[src/rtl/multiword_add_seq_if.sv]
// Bundles the operand, result and adder-tile handshakes of multiword_add_seq.
// Macro MULTIWORD_ADD_SUB_EN adds the in_sub operand-mode bit.
interface multiword_add_seq_if #(
  parameter int unsigned WIDTH = 16,
  parameter int unsigned WORDS = 4
);
  logic                     in_valid;
  logic                     in_ready;
  logic [WIDTH*WORDS-1:0]   in_a;
  logic [WIDTH*WORDS-1:0]   in_b;
  logic                     in_cin;
`ifdef MULTIWORD_ADD_SUB_EN
  logic                     in_sub;
`endif
  logic                     out_valid;
  logic                     out_ready;
  logic [WIDTH*WORDS-1:0]   out_sum;
  logic                     out_cout;
  logic                     out_err;
  logic [WIDTH-1:0]         add_a;
  logic [WIDTH-1:0]         add_b;
  logic                     add_carry_in;
  logic                     add_carry_listen;
  logic                     add_on_off;
  logic [WIDTH-1:0]         add_c;
  logic                     add_carry_out;
  logic                     add_ack;

  // Sequencer side.
  modport slave (
`ifdef MULTIWORD_ADD_SUB_EN
    input  in_sub,
`endif
    input  in_valid, in_a, in_b, in_cin, out_ready, add_c, add_carry_out, add_ack,
    output in_ready, out_valid, out_sum, out_cout, out_err,
    output add_a, add_b, add_carry_in, add_carry_listen, add_on_off
  );

  // Upstream, downstream and adder-tile side.
  modport master (
`ifdef MULTIWORD_ADD_SUB_EN
    output in_sub,
`endif
    output in_valid, in_a, in_b, in_cin, out_ready, add_c, add_carry_out, add_ack,
    input  in_ready, out_valid, out_sum, out_cout, out_err,
    input  add_a, add_b, add_carry_in, add_carry_listen, add_on_off
  );
endinterface

[src/rtl/multiword_add_seq.sv]
// Word-serial wide adder sequencer around a combinational full_adder tile.
// Define MULTIWORD_ADD_SUB_EN to enable subtraction via in_sub.
module multiword_add_seq #(
  parameter int unsigned WIDTH = 16,
  parameter int unsigned WORDS = 4
) (
  input  logic               clk,
  input  logic               reset_n,
  multiword_add_seq_if.slave bus
);
  localparam int unsigned W    = WIDTH * WORDS;
  localparam int unsigned CntW = $clog2(WORDS);

  typedef enum logic [1:0] {StIdle, StRun, StDone} state_e;

  state_e            state_q, state_d;
  logic [CntW-1:0]   cnt_q, cnt_d, cnt_nxt;
  logic              live_q, live_d;
  logic [W-1:0]      a_q, a_d, b_q, b_d, sum_q, sum_d;
  logic [WIDTH-1:0]  add_a_q, add_a_d, add_b_q, add_b_d;
  logic              cin_q, cin_d, carry_q, carry_d, cout_q, cout_d;
  logic              err_q, err_d, rdy_q, rdy_d;

  assign cnt_nxt = cnt_q + CntW'(1);

  always_comb begin
    state_d = state_q;
    cnt_d   = cnt_q;
    live_d  = live_q;
    a_d     = a_q;
    b_d     = b_q;
    sum_d   = sum_q;
    add_a_d = add_a_q;
    add_b_d = add_b_q;
    cin_d   = cin_q;
    carry_d = carry_q;
    cout_d  = cout_q;
    err_d   = err_q;
    unique case (state_q)
      StIdle: begin
        if (bus.in_valid && rdy_q) begin
          a_d = bus.in_a;
          // Subtraction is folded into the latched operands: A + ~B + ~cin.
`ifdef MULTIWORD_ADD_SUB_EN
          b_d   = bus.in_sub ? ~bus.in_b : bus.in_b;
          cin_d = bus.in_sub ? ~bus.in_cin : bus.in_cin;
`else
          b_d   = bus.in_b;
          cin_d = bus.in_cin;
`endif
          err_d   = 1'b0;
          cnt_d   = '0;
          live_d  = 1'b0;
          state_d = StRun;
        end
      end
      StRun: begin
        if (!live_q) begin
          // First RUN cycle loads word 0 into the adder operand registers.
          live_d  = 1'b1;
          add_a_d = a_q[0 +: WIDTH];
          add_b_d = b_q[0 +: WIDTH];
        end else begin
          sum_d[int'(cnt_q)*WIDTH +: WIDTH] = bus.add_c;
          carry_d = bus.add_carry_out;
          if (!bus.add_ack) err_d = 1'b1;
          if (cnt_q == CntW'(WORDS - 1)) begin
            cout_d  = bus.add_carry_out;
            add_a_d = '0;
            add_b_d = '0;
            live_d  = 1'b0;
            state_d = StDone;
          end else begin
            cnt_d   = cnt_nxt;
            add_a_d = a_q[int'(cnt_nxt)*WIDTH +: WIDTH];
            add_b_d = b_q[int'(cnt_nxt)*WIDTH +: WIDTH];
          end
        end
      end
      StDone: begin
        if (bus.out_ready) state_d = StIdle;
      end
      default: state_d = StIdle;
    endcase
    // Registered so in_ready stays low for the first cycle after reset release.
    rdy_d = (state_d == StIdle);
  end

  always_ff @(posedge clk or negedge reset_n) begin
    if (!reset_n) begin
      state_q <= StIdle;
      cnt_q   <= '0;
      live_q  <= 1'b0;
      a_q     <= '0;
      b_q     <= '0;
      sum_q   <= '0;
      add_a_q <= '0;
      add_b_q <= '0;
      cin_q   <= 1'b0;
      carry_q <= 1'b0;
      cout_q  <= 1'b0;
      err_q   <= 1'b0;
      rdy_q   <= 1'b0;
    end else begin
      state_q <= state_d;
      cnt_q   <= cnt_d;
      live_q  <= live_d;
      a_q     <= a_d;
      b_q     <= b_d;
      sum_q   <= sum_d;
      add_a_q <= add_a_d;
      add_b_q <= add_b_d;
      cin_q   <= cin_d;
      carry_q <= carry_d;
      cout_q  <= cout_d;
      err_q   <= err_d;
      rdy_q   <= rdy_d;
    end
  end

  assign bus.in_ready         = rdy_q;
  assign bus.out_valid        = (state_q == StDone);
  assign bus.out_sum          = sum_q;
  assign bus.out_cout         = cout_q;
  assign bus.out_err          = err_q;
  assign bus.add_a            = add_a_q;
  assign bus.add_b            = add_b_q;
  assign bus.add_on_off       = (state_q == StRun);
  assign bus.add_carry_listen = (state_q == StRun);
  assign bus.add_carry_in     = (state_q == StRun && live_q) ?
                                ((cnt_q == '0) ? cin_q : carry_q) : 1'b0;
endmodule
[src/flat_wrapper.sv]
// flat-port wrapper written by rule: the top's interface ports become plain ports
module multiword_add_seq_flat 
#(
  parameter int unsigned WIDTH = 16,
  parameter int unsigned WORDS = 4
)
  (clk, reset_n, bus_in_valid, bus_in_a, bus_in_b, bus_in_cin, bus_out_ready, bus_add_c, bus_add_carry_out, bus_add_ack, bus_in_ready, bus_out_valid, bus_out_sum, bus_out_cout, bus_out_err, bus_add_a, bus_add_b, bus_add_carry_in, bus_add_carry_listen, bus_add_on_off);
  multiword_add_seq_if #(.WIDTH(WIDTH), .WORDS(WORDS)) bus_i ();
  input  logic clk;
  input  logic reset_n;
  input wire logic [$bits(bus_i.in_valid)-1:0] bus_in_valid;
  input wire logic [$bits(bus_i.in_a)-1:0] bus_in_a;
  input wire logic [$bits(bus_i.in_b)-1:0] bus_in_b;
  input wire logic [$bits(bus_i.in_cin)-1:0] bus_in_cin;
  input wire logic [$bits(bus_i.out_ready)-1:0] bus_out_ready;
  input wire logic [$bits(bus_i.add_c)-1:0] bus_add_c;
  input wire logic [$bits(bus_i.add_carry_out)-1:0] bus_add_carry_out;
  input wire logic [$bits(bus_i.add_ack)-1:0] bus_add_ack;
  output wire logic [$bits(bus_i.in_ready)-1:0] bus_in_ready;
  output wire logic [$bits(bus_i.out_valid)-1:0] bus_out_valid;
  output wire logic [$bits(bus_i.out_sum)-1:0] bus_out_sum;
  output wire logic [$bits(bus_i.out_cout)-1:0] bus_out_cout;
  output wire logic [$bits(bus_i.out_err)-1:0] bus_out_err;
  output wire logic [$bits(bus_i.add_a)-1:0] bus_add_a;
  output wire logic [$bits(bus_i.add_b)-1:0] bus_add_b;
  output wire logic [$bits(bus_i.add_carry_in)-1:0] bus_add_carry_in;
  output wire logic [$bits(bus_i.add_carry_listen)-1:0] bus_add_carry_listen;
  output wire logic [$bits(bus_i.add_on_off)-1:0] bus_add_on_off;
  assign bus_i.in_valid = bus_in_valid;
  assign bus_i.in_a = bus_in_a;
  assign bus_i.in_b = bus_in_b;
  assign bus_i.in_cin = bus_in_cin;
  assign bus_i.out_ready = bus_out_ready;
  assign bus_i.add_c = bus_add_c;
  assign bus_i.add_carry_out = bus_add_carry_out;
  assign bus_i.add_ack = bus_add_ack;
  assign bus_in_ready = bus_i.in_ready;
  assign bus_out_valid = bus_i.out_valid;
  assign bus_out_sum = bus_i.out_sum;
  assign bus_out_cout = bus_i.out_cout;
  assign bus_out_err = bus_i.out_err;
  assign bus_add_a = bus_i.add_a;
  assign bus_add_b = bus_i.add_b;
  assign bus_add_carry_in = bus_i.add_carry_in;
  assign bus_add_carry_listen = bus_i.add_carry_listen;
  assign bus_add_on_off = bus_i.add_on_off;
  multiword_add_seq #(.WIDTH(WIDTH), .WORDS(WORDS)) u_core (.clk(clk), .reset_n(reset_n), .bus(bus_i));
endmodule
[config.mk]
export PLATFORM = sky130hd
export DESIGN_NAME = multiword_add_seq_flat
export DESIGN_NICKNAME = d
export VERILOG_FILES = /design/src/rtl/multiword_add_seq_if.sv /design/src/rtl/multiword_add_seq.sv /design/src/flat_wrapper.sv
export SDC_FILE = /design/constraint.sdc
export NUM_CORES = 1
export LEC_CHECK = 0
export BUFFER_PORTS_ARGS = -buffer_cell sky130_fd_sc_hd__buf_4
export CORE_MARGIN = 2
export CORE_UTILIZATION = 30
export CTS_BUF_LIST = sky130_fd_sc_hd__clkbuf_4 sky130_fd_sc_hd__clkbuf_8
export CTS_CLUSTER_SIZE = 40
export DETAILED_ROUTE_END_ITERATION = 6
export GPL_TIMING_DRIVEN = 1
export SKIP_CTS_REPAIR_TIMING = 1
export SLEW_MARGIN = 30
export SYNTH_ARGS = -nofsm -noshare
export SYNTH_HDL_FRONTEND = slang
export SYNTH_SLANG_ARGS = --single-unit
[constraint.sdc]
create_clock -name clk -period 3.5 [get_ports clk]
set_input_delay 0.175 -clock clk [delete_from_list [all_inputs] [get_ports clk]]
set_output_delay 0.175 -clock clk [all_outputs]
set_load 0.05 [all_outputs]
## Word level (Yosys, flattened, before mapping)

Index checks and enable logic that the tools add are counted.

- Output and inout port bits: 103
- Register bits: 234
- Word-level logic and storage cells: 61
- Bits of input ports: 151

- Eq/ne operators: 7
- Muxes and demuxes: 23
- Reduce and logical (&&, ||, !) cells: 12
- Add/subtract/negate cells: 2
- Shifts and indexed selects: 4

Operator list:

| kind | count |
|---|---|
| $shiftx 64x7->16 | 2 |
| $bwmux 64 | 1 |
| $mux 16 | 4 |
| $shift 16x34->64 const A | 1 |
| $shiftx 16x34->64 | 1 |
| $neg 6->34 | 1 |
| $mux 2 | 7 |
| $reduce_and 4->1 | 2 |
| $mux 1 | 7 |
| $logic_not 2->1 | 3 |
| $pmux 2 s3 | 1 |
| $reduce_and 2->1 | 3 |
| $eq 2x2->1 const B | 2 |
| $ne 2x1->1 const B | 2 |
| $ne 2x2->1 const B | 2 |
| $pmux 1 s2 | 2 |
| $pmux 2 s2 | 1 |
| $reduce_and 3->1 | 1 |
| $add 2x1->2 const B | 1 |
| $eq 2x1->1 const B | 1 |
| $logic_and 1x1->1 | 2 |
| $reduce_bool 2->1 | 1 |

## Depth between registers and ports, before layout

Gate-level depths: netlist of the first run.

- Word-level depth: 5
- Mapped depth: 10
- Depth with buffers taken out: 5

## Worst setup path after synthesis of the first run

No wires, ideal clock.

- Kind: flip-flop to flip-flop
- From: register u_core.cnt_q[0]
- To: register u_core.add_b_q[10], in the netlist u_core.bus.add_b[10]
- Setup time: 0.141 ns
- Stages on the path, launching flop included: 10
- Clock period less this slack: 2.169 ns
- Data required time: 3.359 ns
- Arrival: 2.028 ns
- Path slack: 1.331 ns
- Path buffers: 4
- Path through: dfrtp_1 -> buf_6 -> buf_12 -> inv_1 -> ha_1 -> buf_2 -> buf_2 -> mux4_2 -> a21oi_1 -> a21oi_1

- Longest elaborated chain between the ends: 4
- Elaborated cells between the ends (all ways): 5
- Classes of those cells: 1 x add/sub; 1 x eq/ne; 1 x shift; 2 x mux

Ends and longest elaborated chain:

| what | line | text |
|---|---|---|
| start, declared | multiword_add_seq.sv:17 | `logic [CntW-1:0] cnt_q, cnt_d, cnt_nxt;` |
| start signal, assigned | multiword_add_seq.sv:106 | `cnt_q <= cnt_d;` |
| $add 2x1->2 | multiword_add_seq.sv:24 | `assign cnt_nxt = cnt_q + CntW'(1);` |
| $shiftx 64x7->16 | multiword_add_seq.sv:76 | `add_b_d = b_q[int'(cnt_nxt)*WIDTH +: WIDTH];` |
| $mux 16 (*) | multiword_add_seq.sv:67 | `if (cnt_q == CntW'(WORDS - 1)) begin` |
| $mux 16 (*) | multiword_add_seq.sv:58 | `if (!live_q) begin` |
| end signal, assigned | multiword_add_seq.sv:98 | `add_b_q <= '0;` |
| end signal, assigned | multiword_add_seq.sv:112 | `add_b_q <= add_b_d;` |
| end, declared | multiword_add_seq.sv:20 | `logic [WIDTH-1:0] add_a_q, add_a_d, add_b_q, add_b_d;` |

Mark *: on every way between the ends. The rest lies on a longest branch, timed or not.
A chain may end at the register's enable or synchronous reset.

## Final worst setup path of the first run

- From: register u_core.state_q[0]
- To: output port bus_add_carry_listen

- Longest elaborated chain between the ends: 1

Ends and longest elaborated chain:

| what | line | text |
|---|---|---|
| start, declared | multiword_add_seq.sv:16 | `state_e state_q, state_d;` |
| start signal, assigned | multiword_add_seq.sv:91 | `state_q <= StIdle;` |
| start signal, assigned | multiword_add_seq.sv:105 | `state_q <= state_d;` |
| $eq 2x1->1 | multiword_add_seq.sv:129 | `assign bus.add_carry_listen = (state_q == StRun);` |
| end, declared | flat_wrapper.sv:27 | `output wire logic [$bits(bus_i.add_carry_listen)-1:0] bus_add_carry_listen;` |

Every way passes these cells.

==> flow_summary_export.csv, run 1 <==
group,metric,value,unit
outcome,status,"finished, violations left",
outcome,failed_checks,"negative hold slack",
detailed_routing,num_vias,7738,
setup_path,crit_path_frequent_cell,"buf_4",
floorplanning,fp.dieH,189,um
timing,tns,0,ps
timing,finalCritPeriodShare,0.738,
setup_path,worstSetupPathType,"reg2out",
grt,grt_pass1_vias,7385,
hold_path,min-delay-start,"bus_add_ack",
hold_path,hold_depth,4,
clock_network,numCtsBuffers,43,
synthesis,synthTopCellsByCount,"dfrtp_1, nand2_1, mux2_2, a21oi_1, o21ai_0",
finish,drive_gt1_frac,0.405,
timing,worst_pin_slew,813,ps
clock_network,cts_tree,"built",
detailed_routing,met2_length,13900,um
setup_path,worst-path-buf-inv,2,
finish,fin_util,0.445,
floorplanning,die_w,189,um
finish,fillers,3100,
synthesis,synthMuxAreaShare,0.218,
synthesis,ys_seq_elements,234,
setup_path,r2r_end,"u_core.bus.out_sum[47]$_DFFE_PN0P_",
timing,drv_slew,0,
timing,hold_viol_final,1,
setup_path,crit_fanout,25,
setup_path,worstPathArrival,2410,ps
detailed_routing,drc,0,
synthesis,ys.flop_type,"dfrtp_1",
synthesis,synth_xor_area_frac,0,
grt,gr-total-overflow,0,
placed_design,place_inst,1478,
synthesis,syn_nets,976,
detailed_routing,drt_wl_total,28500,um
placed_design,io_buffers,253,
hold_path,hold-path-endpoint,"u_core.bus.out_err$_DFFE_PN0P_",
synthesis,async_reset_ff_frac,1.00,
floorplanning,initial_core_util,0.305,
timing,setup_slack,917,ps
detailed_routing,vias_per_cell,4.53,
power_and_ir_drop,powerDensity,943,nW/um^2
timing,finalCriticalPeriod,2580,ps
synthesis,synthMostInstantiatedCell,"dfrtp_1",
clock_network,htree_levels,2,
setup_path,r2r-start,"u_core.cnt_q[1]$_DFFE_PN0P_",
timing,rsz0062_at_grt,"false",
synthesis,ys_seq_area_frac,0.569,
grt,grt_pass1_wl,41300,um
placed_design,post-dp-hpwl,18400,um
detailed_routing,ant_nets,0,
synthesis,syn_avg_cell_area,12.6,sq um
hold_path,hold_path.class,"in2reg",
setup_path,r2r_cells,5,
setup_path,end_kind,"output pin",
synthesis,yosysUniqueCellTypes,33,
clock_network,clk_pin_slew,60,ps
synthesis,synth_top_area_share,0.569,
detailed_routing,wl_per_cell,16.7,um
floorplanning,dieArea,35800,sq um
grt,track_usage,0.148,
synthesis,synthSimpleGateAreaFrac,0.0969,
finish,stdcell_area,15000,sq um
detailed_routing,wl_met3,2140,um
placed_design,placed_cell_area,12500,sq um
timing,fin_skew,29.0,ps
detailed_routing,drtIter0Drc,367,
synthesis,synthAdderAreaFrac,0.00729,
timing,hold_ws,-5.79,ps
detailed_routing,drt-met1-wl,11900,um
setup_path,worst_path_max_delay_cell,"nor2b_4",
floorplanning,core_area,33700,sq um
synthesis,synth_compound_area_frac,0.0686,
grt,antenna_found_initial,2,
grt,grt_max_degree,118,
clock_network,cts_sinks,234,
synthesis,ys_warn_count,0,
clock_network,clkLatencyLatePin,560,ps
synthesis,synth_edf_count,0,
job,cap_violations,0,
setup_path,crit_chain,"nor2b_4, buf_4, buf_4",
synthesis,synth_cells,819,
setup_path,slowest_delay,660,ps
placed_design,preCtsSetupSlack,1060,ps
finish,area_growth,45.8,%
clock_network,cts_root_buf,"clkbuf_8",
power_and_ir_drop,fin_total_pwr,14.2,mW
timing,setup_viol,0,
power_and_ir_drop,leakagePower,6.69,nW
detailed_routing,top_layer_used,"met4",
synthesis,synth_top_family_by_area,"multiplexers",
clock_network,clockBufferDepth,3,
detailed_routing,dr.pass1.iters,4,
setup_path,ff2ff_setup_slack,1110,ps
timing,fmax,387,MHz
setup_path,crit_family,"simple AND/OR/NAND/NOR gates",
floorplanning,pin_count,254,
placed_design,place.gp.congestion,0.816,
timing,relSlewSlack,0.458,
synthesis,syn-cell-area,10300,sq um
setup_path,cp-start-kind,"register",
power_and_ir_drop,vdd_drop_max,0.537,mV
floorplanning,rows,67,
finish,final_nets,1382,
finish,fin_cells,1708,
synthesis,synth_area_leaders,"dfrtp_1, mux2_2, mux4_2, nand2_1, a21oi_1",
synthesis,yosysTopAreaCell,"dfrtp_1",
setup_path,worstPathRequired,3320,ps
==> state kept, by name, indices dropped and copies added, names as in the netlist <==
name	flops
u_core.a_q	64
u_core.b_q	64
u_core.bus.add_a	16
u_core.bus.add_b	16
u_core.bus.in_ready	1
u_core.bus.out_cout	1
u_core.bus.out_err	1
u_core.bus.out_sum	64
u_core.carry_q	1
u_core.cin_q	1
u_core.cnt_q	2
u_core.live_q	1
u_core.state_q	2
==> cells by family (layout without fill, tap and decap cells) <==
family / count (synthesis) / count (layout)
DFF: 234 / 234
and+or+nand+nor: 217 / 217
muxes: 165 / 165
AOI/OAI and AO/OA: 135 / 135
buffers and inverters: 62 / 501
adders and majority gates: 6 / 6
other: 0 / 2
==> report_power, final <==
part / total, mW / leakage, nW / switching, mW / internal [mW]
Combinational: 6.62 / 3.32 / 3.73 / 2.88
Clock: 2.83 / 0.505 / 1.17 / 1.66
Sequential: 4.71 / 2.86 / 0.768 / 3.94
==> layout by cell type (no fill, tap or decap), types with 2 or more instances in the layout <==
cell and instances:
clkbuf_8 56, buf_4 268, dfrtp_2 2, dfrtp_1 232, ha_1 5, a21oi_1 64
nor2_1 35, inv_1 3, diode_2 2, inv_8 2, and2b_1 4, mux4_1 7
nor2b_4 2, a22o_1 3, nor3b_4 3, nand4b_1 4, clkbuf_4 13, mux2_2 122
nand2_1 134, mux2i_1 2, o21ai_2 4, clkinv_2 4, mux2_1 9, clkinvlp_4 2
dlygate4sd3_1 149, nor2b_1 29, mux4_2 25, o21ai_1 18, o21ai_0 44
==> final cells by class <==
| cell class | count | area, sq um | area share |
|---|---|---|---|
| Tap cell | 448 | 561 | 0.0373 |
| Multi-Input combinational cell | 523 | 4050 | 0.270 |
| Antenna cell | 2 | 5.00 | 0.000333 |
| Inverter | 3 | 11.3 | 0.000750 |
| Sequential cell | 234 | 5860 | 0.390 |
| Clock inverter | 9 | 87.6 | 0.00584 |
| Timing Repair Buffer | 420 | 3570 | 0.238 |
| Clock buffer | 69 | 868 | 0.0579 |
==> worst max path at each step <==
stage,startpoint,endpoint,slack (ps),cells after the start
floorplan,u_core.cnt_q[0]$_DFFE_PN0P_,u_core.bus.add_b[10]$_DFFE_PN0P_,1330,9
global placement,u_core.cnt_q[1]$_DFFE_PN0P_,u_core.bus.out_sum[45]$_DFFE_PN0P_,1170,5
detailed placement,u_core.cnt_q[1]$_DFFE_PN0P_,u_core.bus.out_sum[47]$_DFFE_PN0P_,1060,5
CTS,u_core.state_q[0]$_DFF_PN0_,bus_add_carry_listen,800,3
global route,u_core.state_q[0]$_DFF_PN0_,bus_add_carry_in,770,4
finish,u_core.state_q[0]$_DFF_PN0_,bus_add_carry_listen,920,3
==> layer usage <==
layer  global-route usage  vias to the layer above
li1                     -                     3665
met1                0.180                     3770
met2                0.241                      255
met3               0.0586                       48
met4               0.0435                        0
met5                    0                        -
==> worst register-to-register path: cells and delay by family (launching register included) <==
family	cells	cell delay [ps]
adders and majority gates	1	790
buffers and inverters	1	110
and+or+nand+nor	2	820
AOI/OAI and AO/OA	1	170
DFF	1	420
(Power assumes the default switching activity.)
==> inputs of run 2 (changes only) <==
Settings changed: ABC_AREA set to 1.
Clock period 3.5 ns to 2.7 ns, I/O delays scaled along.
==> flow_summary_export.csv, run 2 <==
group,metric,value,unit
outcome,status,"finished, final reports clean",
synthesis,synth_cells,1313,
finish,drive_gt1_frac,0.211,
power_and_ir_drop,leakagePower,7.80,nW
detailed_routing,drtIter0Drc,759,
synthesis,synthMuxAreaShare,0,
synthesis,yosysTopAreaCell,"dfrtp_1",
timing,worst_pin_slew,829,ps
setup_path,end_kind,"register",
timing,hold_ws,116,ps
power_and_ir_drop,vdd_drop_max,0.879,mV
finish,final_common_cell,"nand2_1",
finish,multiInputGateArea,3860,sq um
finish,final_nets,1861,
setup_path,endpoint,"u_core.bus.out_sum[36]$_DFFE_PN0P_",
grt,antenna_found_initial,0,
finish,fin_cells,2187,
detailed_routing,ant_nets,0,
setup_path,worstPathArrival,2680,ps
clock_network,cts_root_buf,"clkbuf_8",
synthesis,yosysUniqueCellTypes,23,
placed_design,place_inst,1966,
synthesis,synth_top_area_share,0.552,
synthesis,ys_seq_area_frac,0.552,
synthesis,syn_nets,1470,
synthesis,synth_top_family_by_area,"simple AND/OR/NAND/NOR gates",
power_and_ir_drop,comb_power_share,0.524,
synthesis,ys_seq_elements,234,
grt,track_usage,0.171,
synthesis,ys_warn_count,0,
timing,setup_viol,0,
finish,seqCellArea,5860,sq um
setup_path,r2r-start,"u_core.cnt_q[0]$_DFFE_PN0P_",
synthesis,synthMostInstantiatedCell,"nand2_1",
grt,grt_pass1_wl,49400,um
detailed_routing,wl_per_cell,15.4,um
timing,hold_viol_final,0,
clock_network,numCtsBuffers,42,
timing,finalCritPeriodShare,0.839,
floorplanning,pin_count,254,
setup_path,crit_chain,"inv_2, buf_4, ha_1, nand2_1, o21ai_0",
timing,fin_skew,20.5,ps
setup_path,worstSetupPathType,"reg2reg",
timing,drv_slew,0,
grt,grt_max_degree,102,
clock_network,htree_levels,2,
setup_path,critical_path.startpoint,"u_core.cnt_q[0]$_DFFE_PN0P_",
power_and_ir_drop,p_sw_frac,0.472,
synthesis,ys.flop_type,"dfrtp_1",
placed_design,io_buffers,253,
floorplanning,core_area,34700,sq um
finish,area_growth,44.6,%
detailed_routing,num_vias,9963,
clock_network,clk_pin_slew,60,ps
power_and_ir_drop,powerDensity,1280,nW/um^2
placed_design,place.gp.congestion,0.818,
clock_network,cts_tree,"built",
detailed_routing,dr.pass1.iters,7,
setup_path,slowest_delay,490,ps
floorplanning,fp.dieH,192,um
timing,tns,0,ps
job,cap_violations,0,
synthesis,synthTopCellsByCount,"nand2_1, dfrtp_1, inv_1, nor2_1, a21oi_1",
timing,finalCriticalPeriod,2260,ps
setup_path,r2r_cells,5,
detailed_routing,drc,0,
clock_network,cts_sinks,234,
synthesis,syn_avg_cell_area,8.08,sq um
synthesis,async_reset_ff_frac,1.00,
finish,fin_util,0.442,
synthesis,synth_compound_area_frac,0.116,
grt,grt_pass1_vias,9000,
power_and_ir_drop,power.share.clock,0.176,
timing,fmax,442,MHz
setup_path,ff2ff_setup_slack,440,ps
grt,gr-total-overflow,0,
synthesis,syn-cell-area,10600,sq um
hold_path,hold_path.class,"in2reg",
synthesis,synth_xor_area_frac,0,
finish,final_cell_mix,"nand2_1, buf_4, dfrtp_1, dlygate4sd3_1, inv_1",
floorplanning,dieArea,36900,sq um
detailed_routing,drt_wl_total,33800,um
clock_network,clkLatencyLatePin,530,ps
finish,fillers,3408,
timing,rsz0062_at_grt,"false",
floorplanning,die_w,192,um
synthesis,synth_area_leaders,"dfrtp_1, nand2_1, a21oi_1, nand3_1, inv_1",
power_and_ir_drop,seqPwrFrac,0.301,
synthesis,synthAdderAreaFrac,0.00707,
clock_network,clockBufferDepth,3,
setup_path,crit_fanout,51,
synthesis,synthSimpleGateAreaFrac,0.239,
placed_design,post-dp-hpwl,21900,um
synthesis,synth_edf_count,0,
power_and_ir_drop,power.switching,9.28,mW
setup_path,cp-start-kind,"register",
floorplanning,initial_core_util,0.306,
setup_path,worstPathRequired,3110,ps
timing,relSlewSlack,0.446,
detailed_routing,vias_per_cell,4.56,
power_and_ir_drop,power.internal,10.4,mW
setup_path,r2r_end,"u_core.bus.out_sum[36]$_DFFE_PN0P_",
power_and_ir_drop,fin_total_pwr,19.7,mW
floorplanning,rows,68,
setup_path,worst_path_max_delay_cell,"dfrtp_4",
-- run 2: changes by cell type after synthesis, moves of 25 or more --
| cell | change |
|---|---|
| nor2_1 | +98 |
| a21oi_1 | +67 |
| inv_1 | +132 |
| o21a_1 | +32 |
| nand2_1 | +240 |
| nor2b_1 | -31 |
| mux4_2 | -25 |
| mux2_2 | -122 |
| nand3_1 | +103 |
-- run 2: cell type report --
type                    count  share of cell area
repair buffers            428               0.239
diodes                      1            0.000163
multi-input cells         859               0.251
inverters                 139              0.0340
well taps                 455              0.0371
clock inverters             5             0.00343
clock buffers              66              0.0531
flip-flops and latches    234               0.382
-- run 2: through the flow --
step,instance area [sq um],setup slack (ps)
2_1_floorplan,10600,337
3_3_place_gp,13000,499
3_5_place_dp,13000,418
4_1_cts,13800,386
5_1_grt,15300,203
6_report,15300,435
-- run 2: routing by layer --
layer,vias up,track usage,routed length [um]
met5,-,0,0
met1,4686,0.238,14800
met2,329,0.269,15800
li1,4902,-,-
met4,0,0.0452,676
met3,46,0.0376,2520
-- run 2: worst max-delay path, delay by kind of cell (launching register included) --
family / cells / cell delay [ps]
buf+inv: 2 / 560
flops: 1 / 490
simple gates: 1 / 480
compound gates: 1 / 380
fa+ha+maj: 1 / 240
-- run 2: power groups by stage --
stage / combinational, mW / sequential, mW / clock (mW)
final: 10.3 / 5.91 / 3.46
after global routing: 11.3 / 6.06 / 3.71
after CTS: 10.2 / 5.91 / 3.55
after detailed placement: 10.2 / 5.96 / 0
after global placement: 9.96 / 5.94 / 0
after floorplan: 4.80 / 8.22 / 0
-- run 2: worst min path at each step --
stage            startpoint                                 end  slack (ps)  depth (start not counted)
2_1_floorplan       reset_n           u_core.a_q[0]$_DFFE_PN0P_        -160                          0
3_3_place_gp        reset_n   u_core.bus.out_sum[6]$_DFFE_PN0P_         250                          1
3_5_place_dp        reset_n  u_core.bus.out_sum[10]$_DFFE_PN0P_         260                          1
4_1_cts             reset_n  u_core.bus.out_sum[21]$_DFFE_PN0P_        -320                          1
5_1_grt        bus_in_valid            u_core.cin_q$_DFFE_PN0P_         180                          5
6_report       bus_in_valid            u_core.cin_q$_DFFE_PN0P_         120                          5
-- run 2: cells by family (layout without fill, tap and decap cells) --
logic type      Yosys count  after routing
flops                   234            234
fa+ha+maj                 6              6
simple gates            623            623
buf+inv                 220            638
compound gates          230            230
other cells               0              1
